===== config.mk =====
export PLATFORM = sky130hd
export DESIGN_NAME = ram_tp_arbiter
export DESIGN_NICKNAME = d
export VERILOG_FILES = /design/src/rtl/ram_tp_arbiter.sv
export SDC_FILE = /design/constraint.sdc
export NUM_CORES = 1
export LEC_CHECK = 0
export ABC_AREA = 1
export CAP_MARGIN = 5
export CORE_AREA = 2 2 169 171
export CTS_CLUSTER_DIAMETER = 40
export DETAILED_ROUTE_END_ITERATION = 8
export DIE_AREA = 0 0 171 173
export GPL_TIMING_DRIVEN = 0
export PLACE_DENSITY = 0.57
export SLEW_MARGIN = 20
export SYNTH_ARGS = -nofsm -noshare
export SYNTH_HDL_FRONTEND = slang
export SYNTH_SLANG_ARGS = --single-unit

===== constraint.sdc =====
create_clock -name clock -period 2.8 [get_ports clock]
set_input_delay 0.56 -clock clock [delete_from_list [all_inputs] [get_ports clock]]
set_output_delay 0.56 -clock clock [all_outputs]
set_load 0.02 [all_outputs]

===== src/rtl/ram_tp_arbiter.sv =====
// ram_tp_arbiter: shares one two-port bitmask RAM (one write port, one
// registered read port) among NUM_REQ requesters. After reset it sweeps every
// word to INIT_VALUE. It then arbitrates the write port and the read port
// independently, each round-robin, so one write and one read can complete in
// every cycle.
//
// Handshake: a requester presents req_valid with its fields held stable. A
// command is taken on the rising edge where req_valid[i] & req_ready[i] are
// both high. req_ready is combinational from req_valid, req_write and the
// round-robin pointers. A requester must not make req_valid depend on
// req_ready. A read taken at edge N returns its data in the cycle after
// edge N: rsp_valid carries a one-hot requester tag, and rsp_data is the RAM's
// registered output passed straight through.
module ram_tp_arbiter #(
  parameter int DATA_WIDTH = 32,
  parameter int DEPTH      = 16,
  parameter int NUM_REQ    = 4,
  parameter logic [DATA_WIDTH-1:0] INIT_VALUE = '0,
  localparam int ADDR_WIDTH = $clog2(DEPTH),
  localparam int PTR_W      = $clog2(NUM_REQ)
) (
  input  logic                          clock,
  input  logic                          reset_n,
  output logic                          init_busy,
  output logic                          dbg_state,
  input  logic [NUM_REQ-1:0]            req_valid,
  input  logic [NUM_REQ-1:0]            req_write,
  input  logic [NUM_REQ*ADDR_WIDTH-1:0] req_addr,
  input  logic [NUM_REQ*DATA_WIDTH-1:0] req_wdata,
  input  logic [NUM_REQ*DATA_WIDTH-1:0] req_bwen,
  output logic [NUM_REQ-1:0]            req_ready,
  output logic [NUM_REQ-1:0]            rsp_valid,
  output logic [DATA_WIDTH-1:0]         rsp_data,
  output logic                          ram_cen,
  output logic                          ram_wen,
  output logic                          ram_ren,
  output logic [ADDR_WIDTH-1:0]         ram_waddr,
  output logic [ADDR_WIDTH-1:0]         ram_raddr,
  output logic [DATA_WIDTH-1:0]         ram_wdata,
  output logic [DATA_WIDTH-1:0]         ram_bwen,
  input  logic [DATA_WIDTH-1:0]         ram_rdata
);

  typedef enum logic {
    ST_INIT = 1'b0,
    ST_RUN  = 1'b1
  } state_t;

  state_t                 state;
  state_t                 state_nxt;
  logic [ADDR_WIDTH-1:0]  init_cnt;
  logic [PTR_W-1:0]       wr_ptr;
  logic [PTR_W-1:0]       rd_ptr;

  logic [NUM_REQ-1:0]     wr_cand;
  logic [NUM_REQ-1:0]     rd_cand;
  logic                   wr_gnt;
  logic                   rd_gnt;
  logic [PTR_W-1:0]       wr_idx;
  logic [PTR_W-1:0]       rd_idx;
  logic [NUM_REQ-1:0]     wr_onehot;
  logic [NUM_REQ-1:0]     rd_onehot;

  // Returns {found, index} of the first set candidate at or after ptr,
  // scanning upward and wrapping. Scanning from the farthest offset down
  // lets the nearest candidate overwrite the others, so no early exit is needed.
  function automatic logic [PTR_W:0] rr_pick(input logic [NUM_REQ-1:0] cand,
                                             input logic [PTR_W-1:0]   ptr);
    logic [PTR_W:0]   pick;
    logic [PTR_W-1:0] sel;
    int               idx;
    pick = '0;
    for (int k = NUM_REQ - 1; k >= 0; k--) begin
      idx = (int'(ptr) + k) % NUM_REQ;
      sel = idx[PTR_W-1:0];
      if (cand[sel]) pick = {1'b1, sel};
    end
    return pick;
  endfunction

  // Pointer moves to the requester just after the one granted, wrapping.
  function automatic logic [PTR_W-1:0] ptr_after(input logic [PTR_W-1:0] idx);
    logic [PTR_W-1:0] nxt;
    if (idx == PTR_W'(NUM_REQ - 1)) nxt = '0;
    else                            nxt = idx + PTR_W'(1);
    return nxt;
  endfunction

  // FSM state register; reset always restarts the init sweep.
  always_ff @(posedge clock or negedge reset_n) begin
    if (!reset_n) state <= ST_INIT;
    else          state <= state_nxt;
  end

  // Next state: leave INIT on the edge where the last word is being cleared.
  always_comb begin
    state_nxt = state;
    if (state == ST_INIT && init_cnt == ADDR_WIDTH'(DEPTH - 1)) begin
      state_nxt = ST_RUN;
    end
  end

  // Candidate sets and round-robin grants for each port; nothing is granted
  // while the sweep owns the write port.
  always_comb begin
    wr_cand = '0;
    rd_cand = '0;
    if (state == ST_RUN) begin
      wr_cand = req_valid & req_write;
      rd_cand = req_valid & ~req_write;
    end
    {wr_gnt, wr_idx} = rr_pick(wr_cand, wr_ptr);
    {rd_gnt, rd_idx} = rr_pick(rd_cand, rd_ptr);
    wr_onehot = wr_gnt ? (NUM_REQ'(1) << wr_idx) : '0;
    rd_onehot = rd_gnt ? (NUM_REQ'(1) << rd_idx) : '0;
  end

  // Output decode: the sweep drives the write port in INIT; the granted
  // requesters drive the ports in RUN. Idle ports drive zeros.
  always_comb begin
    init_busy = (state == ST_INIT);
    dbg_state = state;
    req_ready = wr_onehot | rd_onehot;
    ram_wen   = 1'b0;
    ram_ren   = 1'b0;
    ram_waddr = '0;
    ram_raddr = '0;
    ram_wdata = '0;
    ram_bwen  = '0;
    if (state == ST_INIT) begin
      ram_wen   = 1'b1;
      ram_waddr = init_cnt;
      ram_wdata = INIT_VALUE;
      ram_bwen  = '1;
    end else begin
      if (wr_gnt) begin
        ram_wen   = 1'b1;
        ram_waddr = req_addr[int'(wr_idx) * ADDR_WIDTH +: ADDR_WIDTH];
        ram_wdata = req_wdata[int'(wr_idx) * DATA_WIDTH +: DATA_WIDTH];
        ram_bwen  = req_bwen[int'(wr_idx) * DATA_WIDTH +: DATA_WIDTH];
      end
      if (rd_gnt) begin
        ram_ren   = 1'b1;
        ram_raddr = req_addr[int'(rd_idx) * ADDR_WIDTH +: ADDR_WIDTH];
      end
    end
    ram_cen = ram_wen | ram_ren;
  end

  // Read data needs no local storage: the RAM output register already lines
  // up with the response strobe.
  assign rsp_data = ram_rdata;

  // Sweep counter, round-robin pointers and the response tag. Reset drops any
  // response in flight and restarts the sweep at address 0.
  always_ff @(posedge clock or negedge reset_n) begin
    if (!reset_n) begin
      init_cnt  <= '0;
      wr_ptr    <= '0;
      rd_ptr    <= '0;
      rsp_valid <= '0;
    end else begin
      if (state == ST_INIT) init_cnt <= init_cnt + ADDR_WIDTH'(1);
      if (wr_gnt) wr_ptr <= ptr_after(wr_idx);
      if (rd_gnt) rd_ptr <= ptr_after(rd_idx);
      rsp_valid <= rd_onehot;
    end
  end

endmodule


==> impl_metrics.yaml <==
outcome:
  status: "finished, violations left"
  violations: "setup timing"
cts:
  cts_tree: "yes"
  cts_made_buffers: 3
  postCtsHoldBufs: 0
  path_clk_slew_ns: 0.05
  ctsRootBufferMaster: "clkbuf_16"
  h-tree-depth: 1
  clkSinkCount: 13
  clock_latency_ns: 0.25
  cts.path.max_buffers: 2
synth:
  ys_seq_area_frac: 0.0634
  synth_area_sq_um: 5130
  ys_types: 30
  syn_nets: 1399
  ys_seq_elements: 13
  ys_warn_count: 0
  syn_area_per_cell_sq_um: 4.77
  syn_inst: 1076
floorplanning:
  dieArea_sq_um: 29600
  die_height_microns: 173
  fp-row-count: 61
  ios: 431
  die_w_microns: 171
  fp.coreArea_sq_um: 27600
  start_util: 0.186
sta:
  rsz0062_at_grt: "true"
  finClkSkew_ns: 0.00738
  min_period_over_period: 1.08
  worst-slew-pin-transition_ns: 0.637
  drv_slew: 0
  fmax_ghz: 0.330
  min_period_ns: 3.03
  relSlewSlack: 0.574
  hold_viol: 0
  finalSetupViolations: 76
  setup_slack_ns: -0.232
layout:
  final_nets: 1860
  fill_cells: 2827
  area_growth_pct: 142
  postLayoutCoreUtil: 0.450
  seqCellArea_sq_um: 328
  multi_input_area_sq_um: 4740
  drive_gt1_frac: 0.354
setup_path:
  worstPathMaxFanout: 7
  critPathKind: "reg -> out"
  crit_arrival_ns: 2.47
  cp.required_ns: 2.24
  end_kind: "output port"
  crit_path_start_kind: "flop"
placement:
  hpwl_microns: 24300
  gp_congestion: 0.926
  port_buffers: 398
global_route:
  antenna_found_initial: 1
  overflow: 0
  grt_max_degree: 14
  track_usage: 0.199
  grt_pass1_vias: 8192
  grt_pass1_wl_microns: 45900
min_path:
  hold_class: "reg -> reg"
routing:
  vias: 8439
  drtIter0Drc: 318
  drc: 0
  wirelength_microns: 32500
  ant_nets: 0
  via_per_inst: 4.41
  wl_per_cell_microns: 17.0
  drt_first_pass_iters: 5
flow_run:
  maxCapViolations: 0
per-stage QoR:
step | hold slack, ns | instances | instance area (sq um) | setup TNS (ns) | setup slack (ns)
floorplan | 0.264 | 1076 | 5130 | 0 | 0.102
global placement | 0.498 | 1852 | 9590 | -98.19 | -1.45
detailed placement | 0.503 | 1852 | 9590 | -100.34 | -1.49
CTS | 0.510 | 1900 | 11300 | -12.70 | -0.234
global route | 0.535 | 1914 | 12400 | -20.47 | -0.357
finish | 0.507 | 1915 | 12400 | -12.29 | -0.232
synth_stat cells, drive strengths merged:
master / n / area, sq um
o31ai: 1 / 7.51
nand3b: 33 / 248
nor3b: 1 / 7.51
a21boi: 1 / 7.51
ha: 9 / 113
clkinv: 2 / 7.51
and3: 1 / 6.26
clkbuf: 27 / 101
xnor2: 1 / 8.76
nor2: 19 / 73.8
a21oi: 37 / 185
buf: 67 / 457
inv: 257 / 967
nand2: 386 / 1460
or2: 1 / 6.26
o21ai: 9 / 56.3
nand3: 208 / 1070
nor3: 1 / 5.00
dfrtp: 13 / 325
xor2: 2 / 17.5
metal layers:
metal / GRT usage / part of all wire / routed length (microns) / up-vias
met5: 0 / 0 / 0 / -
met2: 0.381 / 0.52 / 16800 / 356
met4: 0.0445 / 0.024 / 796 / 0
met1: 0.222 / 0.38 / 12500 / 3916
li1: - / - / - / 4123
met3: 0.0391 / 0.076 / 2480 / 44
sequential cells by signal (all words and copies together), names as in the netlist:
signal / cells
rd_ptr: 2
dbg_state: 1
rsp_valid: 4
init_cnt: 4
wr_ptr: 2
worst paths after layout:
path,to,slack [ns],start,cells past startpoint
max,ram_wdata[26],-0.23,dbg_state,16
min reg2reg,init_cnt[0],0.51,init_cnt[0],1
min in group asynchronous,rsp_valid[1],0.70,reset_n,1
max reg2reg,wr_ptr[1],0.56,dbg_state,14
max in group asynchronous,wr_ptr[1],1.64,reset_n,1
min,init_cnt[0],0.51,init_cnt[0],1
kinds of logic (layout without fill, tap and decap cells):
family	after synthesis	in the layout	share of synthesized area
other cells	0	1	0
flops	13	13	0.0634
simple gates	650	651	0.561
buf+inv	353	812	0.299
xor+xnor	3	3	0.00512
fa+ha+maj	9	9	0.0220
compound gates	48	48	0.0500
worst max-delay path: stages, from the launching register on:
cell,delay (ns)
dfrtp_2,0.49
buf_6,0.15
nand3_4,0.08
nand2_4,0.08
nand3_4,0.11
nand2_4,0.07
inv_6,0.08
nand2_4,0.07
nand3_4,0.13
nand2_8,0.11
buf_12,0.16
buf_12,0.12
buf_16,0.13
nand2_2,0.06
nand3_2,0.07
a21oi_2,0.15
buf_6,0.14
layout make-up:
| type | count | area share |
|---|---|---|
| sequential | 13 | 0.0264 |
| multi-input combinational | 711 | 0.381 |
| buffer | 87 | 0.0720 |
| inverter | 259 | 0.0815 |
| tap | 378 | 0.0381 |
| clock buffer | 4 | 0.00634 |
| antenna | 1 | 0.000201 |
| timing repair buffer | 462 | 0.394 |
cells in the final DEF, fill, tap and decap left out, types with 8 or more instances in the layout:
cell               n
nor2_1            16
nand3_2           85
nand2_4           51
buf_6             73
nand2_2          104
buf_12            22
nand3b_1          33
dfrtp_1           11
nand3_4           13
clkdlybuf4s50_1  311
buf_4             83
nand3_1          110
clkbuf_2           8
buf_16             8
buf_8             12
nand2_1          228
a21oi_2           28
inv_1            246
what timing repair did:
| action | 4_1_cts | 5_1_grt |
|---|---|---|
| gates resized for setup | 723 | 307 |
| pin swaps | 63 | 93 |
| setup endpoints to repair | 80 | 78 |
| gates cloned | 14 | 5 |
| buffers inserted | 31 | 20 |
Power is not shown: default switching activity piles up to over one toggle a cycle in this logic, so the estimate is an artifact.
